File: src/rtl/bka_pkg.sv
// Shared types and constants for the Brent-Kung prefix adder.
// gp_t carries one generate/propagate pair through the prefix network.
package bka_pkg;

  localparam int DEFAULT_WIDTH = 64;
  localparam int LOG2W         = $clog2(DEFAULT_WIDTH);

  typedef struct packed {
    logic g;
    logic p;
  } gp_t;

endpackage

File: src/rtl/brent_kung_adder_64_if.sv
// Operand/result bundle for the Brent-Kung adder.
// The master drives operands; the slave (adder) returns live and registered results.
interface brent_kung_adder_64_if
  import bka_pkg::*;
#(
  parameter int WIDTH = DEFAULT_WIDTH
) ();

  logic [WIDTH-1:0] a;
  logic [WIDTH-1:0] b;
  logic             cin;
  logic [WIDTH-1:0] s;
  logic             cout;
  logic [WIDTH-1:0] s_q;
  logic             cout_q;

  modport master (
    output a, b, cin,
    input  s, cout, s_q, cout_q
  );

  modport slave (
    input  a, b, cin,
    output s, cout, s_q, cout_q
  );

endinterface

File: src/rtl/bk_prefix_cell.sv
// Black cell of the prefix network.
// Merges a high group (gp_hi) with the adjacent lower group (gp_lo).
module bk_prefix_cell
  import bka_pkg::*;
(
  input  gp_t gp_hi,
  input  gp_t gp_lo,
  output gp_t gp_out
);

  assign gp_out = {gp_hi.g | (gp_hi.p & gp_lo.g), gp_hi.p & gp_lo.p};

endmodule

File: src/rtl/brent_kung_adder_64.sv
// Brent-Kung parallel-prefix adder: combinational {cout, s} = a + b + cin,
// plus a one-cycle registered copy of the result with synchronous reset.
module brent_kung_adder_64
  import bka_pkg::*;
#(
  parameter int WIDTH = DEFAULT_WIDTH
) (
  input logic                 clk,
  input logic                 rst,
  brent_kung_adder_64_if.slave bus
);

  localparam int LW     = $clog2(WIDTH);
  localparam int LAST   = 2 * LW - 1;

  // tree[0] holds per-bit pairs, tree[1..LW] the up-sweep, tree[LW+1..LAST] the down-sweep
  gp_t tree [0:LAST][WIDTH];

  logic [WIDTH-1:0] p_bit;
  logic [WIDTH:0]   carry;

  genvar i, k, d;

  generate
    for (i = 0; i < WIDTH; i++) begin : g_bits
      assign p_bit[i] = bus.a[i] ^ bus.b[i];
      // Carry-in enters as the generate of position -1, merged into bit 0
      if (i == 0) begin : g_bit0
        assign tree[0][i] = {(bus.a[0] & bus.b[0]) | (p_bit[0] & bus.cin), p_bit[0]};
      end else begin : g_bitn
        assign tree[0][i] = {bus.a[i] & bus.b[i], p_bit[i]};
      end
    end

    for (k = 1; k <= LW; k++) begin : g_up
      for (i = 0; i < WIDTH; i++) begin : g_col
        if (((i + 1) % (1 << k)) == 0) begin : g_cell
          bk_prefix_cell u_cell (
            .gp_hi  (tree[k-1][i]),
            .gp_lo  (tree[k-1][i - (1 << (k-1))]),
            .gp_out (tree[k][i])
          );
        end else begin : g_pass
          assign tree[k][i] = tree[k-1][i];
        end
      end
    end

    // Down-sweep spans shrink from WIDTH/4 to 1, completing the odd prefix slots
    for (d = 1; d < LW; d++) begin : g_down
      for (i = 0; i < WIDTH; i++) begin : g_col
        if ((i >= (1 << (LW - d))) &&
            (((i + 1) % (1 << (LW - d))) == (1 << (LW - d - 1)))) begin : g_cell
          bk_prefix_cell u_cell (
            .gp_hi  (tree[LW+d-1][i]),
            .gp_lo  (tree[LW+d-1][i - (1 << (LW - d - 1))]),
            .gp_out (tree[LW+d][i])
          );
        end else begin : g_pass
          assign tree[LW+d][i] = tree[LW+d-1][i];
        end
      end
    end

    assign carry[0] = bus.cin;
    for (i = 0; i < WIDTH; i++) begin : g_carry
      assign carry[i+1] = tree[LAST][i].g;
    end
  endgenerate

  assign bus.s    = p_bit ^ carry[WIDTH-1:0];
  assign bus.cout = carry[WIDTH];

  // Registered copy for pipelined consumers; reset clears only this stage
  always_ff @(posedge clk) begin
    if (rst) begin
      bus.s_q    <= '0;
      bus.cout_q <= 1'b0;
    end else begin
      bus.s_q    <= bus.s;
      bus.cout_q <= bus.cout;
    end
  end

endmodule

File: src/flat_wrapper.sv
// flat-port wrapper written by rule: the top's interface ports become plain ports
module brent_kung_adder_64_flat import bka_pkg::*;
#(
  parameter int WIDTH = DEFAULT_WIDTH
)
  (clk, rst, bus_a, bus_b, bus_cin, bus_s, bus_cout, bus_s_q, bus_cout_q);
  brent_kung_adder_64_if #(.WIDTH(WIDTH)) bus_i ();
  input logic clk;
  input logic rst;
  input wire logic [$bits(bus_i.a)-1:0] bus_a;
  input wire logic [$bits(bus_i.b)-1:0] bus_b;
  input wire logic [$bits(bus_i.cin)-1:0] bus_cin;
  output wire logic [$bits(bus_i.s)-1:0] bus_s;
  output wire logic [$bits(bus_i.cout)-1:0] bus_cout;
  output wire logic [$bits(bus_i.s_q)-1:0] bus_s_q;
  output wire logic [$bits(bus_i.cout_q)-1:0] bus_cout_q;
  assign bus_i.a = bus_a;
  assign bus_i.b = bus_b;
  assign bus_i.cin = bus_cin;
  assign bus_s = bus_i.s;
  assign bus_cout = bus_i.cout;
  assign bus_s_q = bus_i.s_q;
  assign bus_cout_q = bus_i.cout_q;
  brent_kung_adder_64 #(.WIDTH(WIDTH)) u_core (.clk(clk), .rst(rst), .bus(bus_i));
endmodule
File: config.mk
export PLATFORM = sky130hd
export DESIGN_NAME = brent_kung_adder_64_flat
export DESIGN_NICKNAME = d
export VERILOG_FILES = /design/src/rtl/bka_pkg.sv /design/src/rtl/brent_kung_adder_64_if.sv /design/src/rtl/bk_prefix_cell.sv /design/src/rtl/brent_kung_adder_64.sv /design/src/flat_wrapper.sv
export SDC_FILE = /design/constraint.sdc
export NUM_CORES = 1
export LEC_CHECK = 0
export CORE_ASPECT_RATIO = 0.8
export CORE_MARGIN = 10
export CORE_UTILIZATION = 42
export CTS_BUF_LIST = sky130_fd_sc_hd__clkbuf_4 sky130_fd_sc_hd__clkbuf_8
export CTS_CLUSTER_DIAMETER = 80
export DETAILED_ROUTE_END_ITERATION = 8
export PLACE_DENSITY = 0.84
export SLEW_MARGIN = 30
export SYNTH_ARGS = -nofsm -noshare
export SYNTH_HDL_FRONTEND = slang
export SYNTH_HIERARCHICAL = 1
export SYNTH_SLANG_ARGS = --single-unit
File: constraint.sdc
create_clock -name clk -period 8.8 [get_ports clk]
set_clock_uncertainty 0.1 [all_clocks]
set_input_delay 2.64 -clock clk [delete_from_list [all_inputs] [get_ports clk]]
set_output_delay 2.64 -clock clk [all_outputs]
set_load 0.02 [all_outputs]
==> flow_metrics.tcl, run 1 <==
set metrics [dict create \
    cts_tree "built" \
    end_kind "primary output" \
    irDropWorstVdd_uv 119 \
    syn-cell-area_sq_um 4590 \
    grt_max_degree 66 \
    grt.total_usage_pct 19.6 \
    n_antenna_cell 0 \
    drcViolationCount 0 \
    hold_path_class "in2reg" \
    antenna_found_initial 0 \
    maxCapViolCount 0 \
    fin_cells 875 \
    power_mw 1.30 \
    grt_pass1_wl_microns 24300 \
    power_density_nw_per_um2 169 \
    routed_via_density 4.79 \
    fin_area_sq_um 7680 \
    swShare_pct 35.7 \
    dp_hpwl_microns 13700 \
    final_core_util_pct 71.3 \
    internal-power_mw 0.833 \
    first_pass_iters 4 \
    numCtsBuffers 9 \
    cp_max_fo 5 \
    gp_congestion 0.876 \
    grt.overflow.total 0 \
    grt_pass1_vias 4679 \
    finalCritPeriodShare_pct 98.3 \
    clk_pin_slew_ns 0.07 \
    rsz0062_at_grt "false" \
    status "finished, final reports clean" \
    worst_pin_slew_ns 0.707 \
    dieArea_sq_um 15500 \
    arrival_ns 5.91 \
    nets 922 \
    worstHoldStart "rst" \
    comb_power_share_pct 54.3 \
    syn_nets 636 \
    core_sq_um 10800 \
    hold_viol 0 \
    hold_buffers 0 \
    cts.path.max_buffers 2 \
    net-switching-power_mw 0.462 \
    slew_headroom_pct 52.8 \
    fill_cells 815 \
    final.setup.tns_ns 0 \
    setup_viol 0 \
    drt_iter0_drc 99 \
    dp_cells 860 \
    whs_endpoint "u_core/bus.s_q[20]$_SDFF_PP0_" \
    layout-drive-gt1-share_pct 20.0 \
    hold_depth 2 \
    initial_utilization_pct 42.7 \
    clkPwrFrac_pct 19.0 \
    io_pins 261 \
    place_area_sq_um 7460 \
    die_w_microns 137 \
    h-tree-depth 3 \
    clock_sinks 65 \
    vias 4194 \
    wire_per_inst_microns 18.2 \
    ant_nets 0 \
    finalMaxSlewViolations 0 \
    rows 34 \
    fin_crit_ns 8.65 \
    routed_wl_microns 15900 \
    fmax_mhz 116 \
    p_seq_share_pct 26.8 \
    critPathKind "in2out" \
    startpoint_type "input port" \
    leakage_nw 4.03 \
    critPathRequiredTime_ns 6.06 \
    port-buffer-count 260 \
    synth.avg_cell_area_sq_um 10.4 \
    root_buffer "clkbuf_8" \
    die_y_microns 114 \
    yosysWarningCount 6 \
    synthesis.instances 441 \
    area_growth_pct 67.1 \
]
repair_timing:
| action | in CTS | in global routing |
|---|---|---|
| pin swaps | 0 | 0 |
| setup endpoints to repair | 9 | 15 |
| buffers inserted | 0 | 0 |
| gates resized for setup | 9 | 15 |
cell type report:
class	instances	area [sq um]	share of cell area (%)
flip-flops and latches	65	1300	16.9
multi-input cells	369	3220	41.9
well taps	144	180	2.35
repair buffers	282	2790	36.4
clock inverters	4	45.0	0.587
clock buffers	11	139	1.81
critical path: stages:
cell             delay, ns
clkdlybuf4s50_1       0.43
fa_1                  0.47
a21o_1                0.22
a21o_1                0.19
a21o_1                0.18
a21o_1                0.18
a21o_1                0.18
buf_4                 0.14
buf_4                 0.15
a21o_1                0.16
buf_4                 0.14
xor2_1                0.19
clkdlybuf4s50_1       0.65
metal layers:
metal  vias up  part of all wire (%)  global-route usage (%)
li1       2090                     -                       -
met3        18                   8.9                    7.64
met1      1945                    37                    19.0
met4         0                   1.4                    4.98
met2       141                    53                    37.8
met5         -                     0                       0
through the flow:
stage | worst slack [ns] | hold slack [ns]
floorplan | 0.636 | 2.75
global route | 0.00246 | 2.70
CTS | 0.00200 | 2.82
detailed placement | -0.0713 | 3.20
finish | 0.152 | 2.70
global placement | -0.0257 | 3.19
worst max path at each step:
stage	from	end	slack (ns)	cells after the start
after detailed placement	bus_a[0]	bus_s[63]	-0.07	14
after global placement	bus_a[0]	bus_s[63]	-0.03	14
after global routing	bus_a[0]	bus_s[30]	0.002	12
final	bus_a[0]	bus_s[36]	0.15	13
after CTS	bus_a[0]	bus_s[62]	0.002	13
after floorplan	bus_a[0]	bus_s[63]	0.64	12
sequential cells by signal, indices dropped and copies added, names as in the netlist:
signal	flops
u_core/bus.cout_q	1
u_core/bus.s_q	64
placed cells by master (no fill, tap or decap):
cell             instances
clkdlybuf4s50_1        234
a21o_1                 120
dfxtp_1                 65
xor2_1                  63
ha_1                    63
and2_2                  57
nor2b_2                 50
buf_4                   23
dlymetal6s2s_1          15
nor2b_1                 15
clkbuf_8                 9
dlygate4sd2_1            9
clkinv_2                 3
clkbuf_4                 2
bufinv_16                1
buf_6                    1
fa_1                     1
power by group through the flow:
stage / Clock, mW / Combinational [mW] / Sequential (mW)
2_1_floorplan: 0 / 0.311 / 0.408
4_1_cts: 0.256 / 0.715 / 0.347
3_5_place_dp: 0 / 0.716 / 0.354
5_1_grt: 0.266 / 0.749 / 0.350
3_3_place_gp: 0 / 0.704 / 0.352
6_report: 0.246 / 0.703 / 0.347
Note: power is estimated with default switching activity, not from simulation.
==> inputs of run 2 (changes only) <==
- CTS_CLUSTER_DIAMETER: 80 -> 30
- GPL_ROUTABILITY_DRIVEN: not set -> 0
==> results of run 2 <==
The final DEF is identical to that of run 1; final timing and power are the same.
==> patch 1 (settings of run 2) <==
Make the reset (`rst`) asynchronous in one clocked block. Comments in the files are not updated.
--- a/src/rtl/brent_kung_adder_64.sv
+++ b/src/rtl/brent_kung_adder_64.sv
@@ -72,7 +72,7 @@
   assign bus.cout = carry[WIDTH];
 
   // Registered copy for pipelined consumers; reset clears only this stage
-  always_ff @(posedge clk) begin
+  always_ff @(posedge clk or posedge rst) begin
     if (rst) begin
       bus.s_q    <= '0;
       bus.cout_q <= 1'b0;
Formal check against the unedited RTL: differs if rst is asserted again (counterexample within 4 cycles, from zero or initial values and one cycle with rst high); with rst held inactive, the same outputs for 10 cycles.
==> patch 1 against run 2 <==
  * Setup slack lost 0.0055 ns
  * Final area is 2.0% lower
  * Total power rose by 5.7%
  * Largest power group unchanged
  * Area after synthesis shrank 6.0%
  * Sequential cell count unchanged
  * Clock power down 7%
  * Cell count decreased by 6.5%
  * Routed wire length down 2.2%
==> patch 1: results (changes against run 2) <==
| Metric | Value |
|---|---|
| Outcome | completed |
| Ys Warns | 6 (unchanged) |
| Total CTS buffers | 9 (unchanged) |
| Peak supply drop | 0.000131 V (+10%) |
| Port-buffer cells | 260 (unchanged) |
| Final ANT Viol Nets | 0 (unchanged) |
| Pre-CTS WS | -0.117 ns (-0.0456 ns) |
| Worst Path Arrival | 5.91 ns (about the same) |
| Wirelength per Cell | 19.1 µm (+4.7%) |
| Synth Net Count | 565 (-11%) |
| Layout cells sized above 1 | 0.156 (-0.0434) |
| Dpl hpwl | 13400 µm (-1.9%) |
| Slowest cell delay on critical path | 0.65 ns (about the same) |
| 1st-iter DRT viols | 132 (+33%) |
| Clock transition at path regs | 0.08 ns |
| H-tree levels | 3 (unchanged) |
| Pins Over Slew Limit | 0 (unchanged) |
| Cell count after synthesis | 370 (-16%) |
| Setup Buffers After CTS | 0 (unchanged) |
| Vias in the first global route | 4451 (-4.9%) |
| Total track usage | 0.207 (+0.0111) |
| Hold WC Path Type | in2async |
| Via count | 3932 (-6.2%) |
| Rel. slew slack | 0.407 (-0.122) |
| Largest registers | u_core/bus.s_q (64), u_core/bus.cout_q (1) |
| Initial antenna violation count | 0 (unchanged) |
| Top delay family on crit path | buffers and inverters |
| Drt pass-1 iters | 4 (unchanged) |
| Clk root buf | clkbuf_8 |
| Routed WL | 15600 µm (-2.2%) |
| Slowest cell on the critical path | clkdlybuf4s50_1 |
| Critical path fanouts, max | 4 (-1) |
| Nets | 869 (-5.7%) |
| Max clock buf depth | 2 (unchanged) |
| Placed cells | 803 (-6.6%) |
| First-pass GRT wire length | 24400 µm (+0.54%) |
| Pin count of the biggest net entering global routing | 66 (unchanged) |
| Leak | 4.07 nW (+0.96%) |
| Number of inserted diodes | 0 (unchanged) |
| Max Clk Rate | 116 MHz (about the same) |
==> patch 1: power breakdown <==
part | internal, mW | switching (mW) | total, mW
combinational | 0.376 | 0.383 | 0.759
clock | 0.110 | 0.119 | 0.229
sequential | 0.363 | 0.0180 | 0.381
==> patch 1: metal layers <==
| metal | global-route usage | part of all wire | vias up |
|---|---|---|---|
| li1 | - | - | 1920 |
| met2 | 0.378 | 0.51 | 148 |
| met5 | 0 | 0 | - |
| met4 | 0.0724 | 0.025 | 0 |
| met3 | 0.0630 | 0.062 | 24 |
| met1 | 0.221 | 0.40 | 1840 |
==> patch 1: layout make-up <==
class,count,area (µm²)
inverters,1,3.75
flip-flops and latches,65,1630
clock inverters,4,20.0
well taps,140,175
multi-input cells,304,2690
clock buffers,11,145
repair buffers,293,2870
fillers,732,2630
==> patch 1: timing repair <==
action                                 CTS  global route
setup endpoints to repair                8            10
gates cloned                             0             0
endpoints found under the hold margin    0             0
gates resized for setup                  8            10
==> patch 1: worst max path at each step <==
stage / from / end
finish: bus_a[0] / bus_s[52]
global route: bus_a[0] / bus_s[52]
CTS: bus_a[0] / bus_s[39]
detailed placement: bus_a[0] / bus_s[63]
global placement: bus_a[0] / bus_s[63]
floorplan: bus_a[0] / bus_s[63]
==> patch 1: stage by stage <==
stage               hold WS, ns  area (µm²)
detailed placement         3.18        7340
global placement           3.16        7340
CTS                        2.79        7500
global route               2.84        7520
floorplan                  2.89        4320
finish                     2.77        7520
==> patch 2 (config.mk and constraints of run 2) <==
Made on the original files. The package constant `DEFAULT_WIDTH` goes from 64 to 128.
--- a/src/rtl/bka_pkg.sv
+++ b/src/rtl/bka_pkg.sv
@@ -2,7 +2,7 @@
 // gp_t carries one generate/propagate pair through the prefix network.
 package bka_pkg;
 
-  localparam int DEFAULT_WIDTH = 64;
+  localparam int DEFAULT_WIDTH = 128;
   localparam int LOG2W         = $clog2(DEFAULT_WIDTH);
 
   typedef struct packed {
Ports: changed (resized bus_a, bus_b, bus_s and bus_s_q); port bits go from 261 to 517. No check against the original RTL was run, so the function may have changed too.
==> patch 2 against run 2 <==
  * Non-clock buffer count up 396
  * Final area up 120%
  * Sequential cell count up 64
  * Area after synthesis up 95%
  * Setup slack worse by 0.10 ns
  * Routed wire length rose to 2.6 times the old value
  * Total power up 110%
  * Cell count up 110%
  * Critical endpoint is now bus_s[119]
  * Largest power group unchanged
==> patch 2: results (changes against run 2) <==
| Metric | Value |
|---|---|
| Drt pass-1 iters | 5 (+1) |
| Max clock buf depth | 2 (unchanged) |
| Leak | 8.88 nW (+120%) |
| Filler instances | 1307 (+60%) |
| Clock transition at path regs | 0.09 ns (+0.02 ns) |
| Wirelength per Cell | 22.1 µm (+22%) |
| Layout cells sized above 1 | 0.240 (+0.0405) |
| First-pass GRT wire length | 55100 µm (+130%) |
| Pre-CTS WS | -0.511 ns (-0.440 ns) |
| Dpl hpwl | 33200 µm (+140%) |
| Ys Warns | 6 (unchanged) |
| Vias in the first global route | 9442 (+100%) |
| Cell Int Power | 1.68 mW (+100%) |
| Clk root buf | clkbuf_8 |
| Worst Path Arrival | 6.01 ns (+0.10 ns) |
| H-tree levels | 4 (+1) |
| Synth Net Count | 1281 (+100%) |
| Peak supply drop | 0.000116 V (-2.8%) |
| Hold WC Path Type | in2reg |
| Pin count of the biggest net entering global routing | 90 (+36%) |
| Average via count per standard cell | 4.95 (+3.4%) |
| 1st-iter DRT viols | 390 (+290%) |
| Nets | 1964 (+110%) |
| Critical path fanouts, max | 4 (-1) |
| Rel. slew slack | 0.676 (+0.147) |
| Outcome | completed |
| Total CTS buffers | 17 (+8) |
| Port-buffer cells | 516 (+98%) |
| Total track usage | 0.262 (+0.0661) |
| Slowest cell on the critical path | clkdlybuf4s50_1 |
| Setup_tns | 0 ns (unchanged) |
| Slowest cell delay on critical path | 0.53 ns (-0.12 ns) |
| Largest registers | u_core/bus.s_q (128), u_core/bus.cout_q (1) |
| Initial antenna violation count | 8 (+8) |
==> patch 2: layer usage <==
metal / share of wire / track usage
met1: 0.37 / 0.266
met2: 0.51 / 0.480
met3: 0.077 / 0.0872
met4: 0.041 / 0.123
met5: 0.00031 / 0
==> patch 2: final timing paths <==
check                 start                              to  slack, ns  cells past startpoint
setup / recovery  bus_a[40]                      bus_s[119]       0.05                     16
hold / removal          rst  u_core/bus.s_q[121]$_SDFF_PP0_       2.53                      2
==> patch 2: area by class of cell <==
cell class,instances,area share
Clock inverter,12,0.00658
Sequential cell,129,0.156
Antenna cell,8,0.00121
Timing Repair Buffer,678,0.387
Tap cell,269,0.0204
Clock buffer,20,0.0163
Multi-Input combinational cell,751,0.412
==> patch 2: critical path: cells and delay by family <==
kind	cells	cell delay, ns
AO/OA/AOI/OAI	8	1.49
buffers and inverters	3	0.90
AND/OR/NAND/NOR	3	0.56
adder cells (fa/ha/maj)	1	0.22
XOR/XNOR	1	0.20
==> patch 2: power groups by stage <==
stage | Combinational [mW] | Clock [mW] | Sequential [mW]
floorplan | 0.599 | 0 | 0.811
global placement | 1.50 | 0 | 0.701
detailed placement | 1.51 | 0 | 0.704
CTS | 1.48 | 0.521 | 0.691
global route | 1.62 | 0.545 | 0.698
finish | 1.54 | 0.513 | 0.690
==> patch 2: stage by stage <==
stage	utilization	area, µm²	instances
final	0.794	16500	1867
after global routing	0.794	16500	1864
after CTS	0.757	15800	1843
after detailed placement	0.742	15400	1811
after global placement	0.742	15400	1811
after floorplan	-	8940	894
==> patch 2: timing repair <==
item | in CTS | in global routing
gates resized for setup | 113 | 134
setup buffers | 0 | 15
hold endpoints to repair | 0 | 0
endpoints found under the setup margin | 64 | 55
pin swaps | 0 | 63
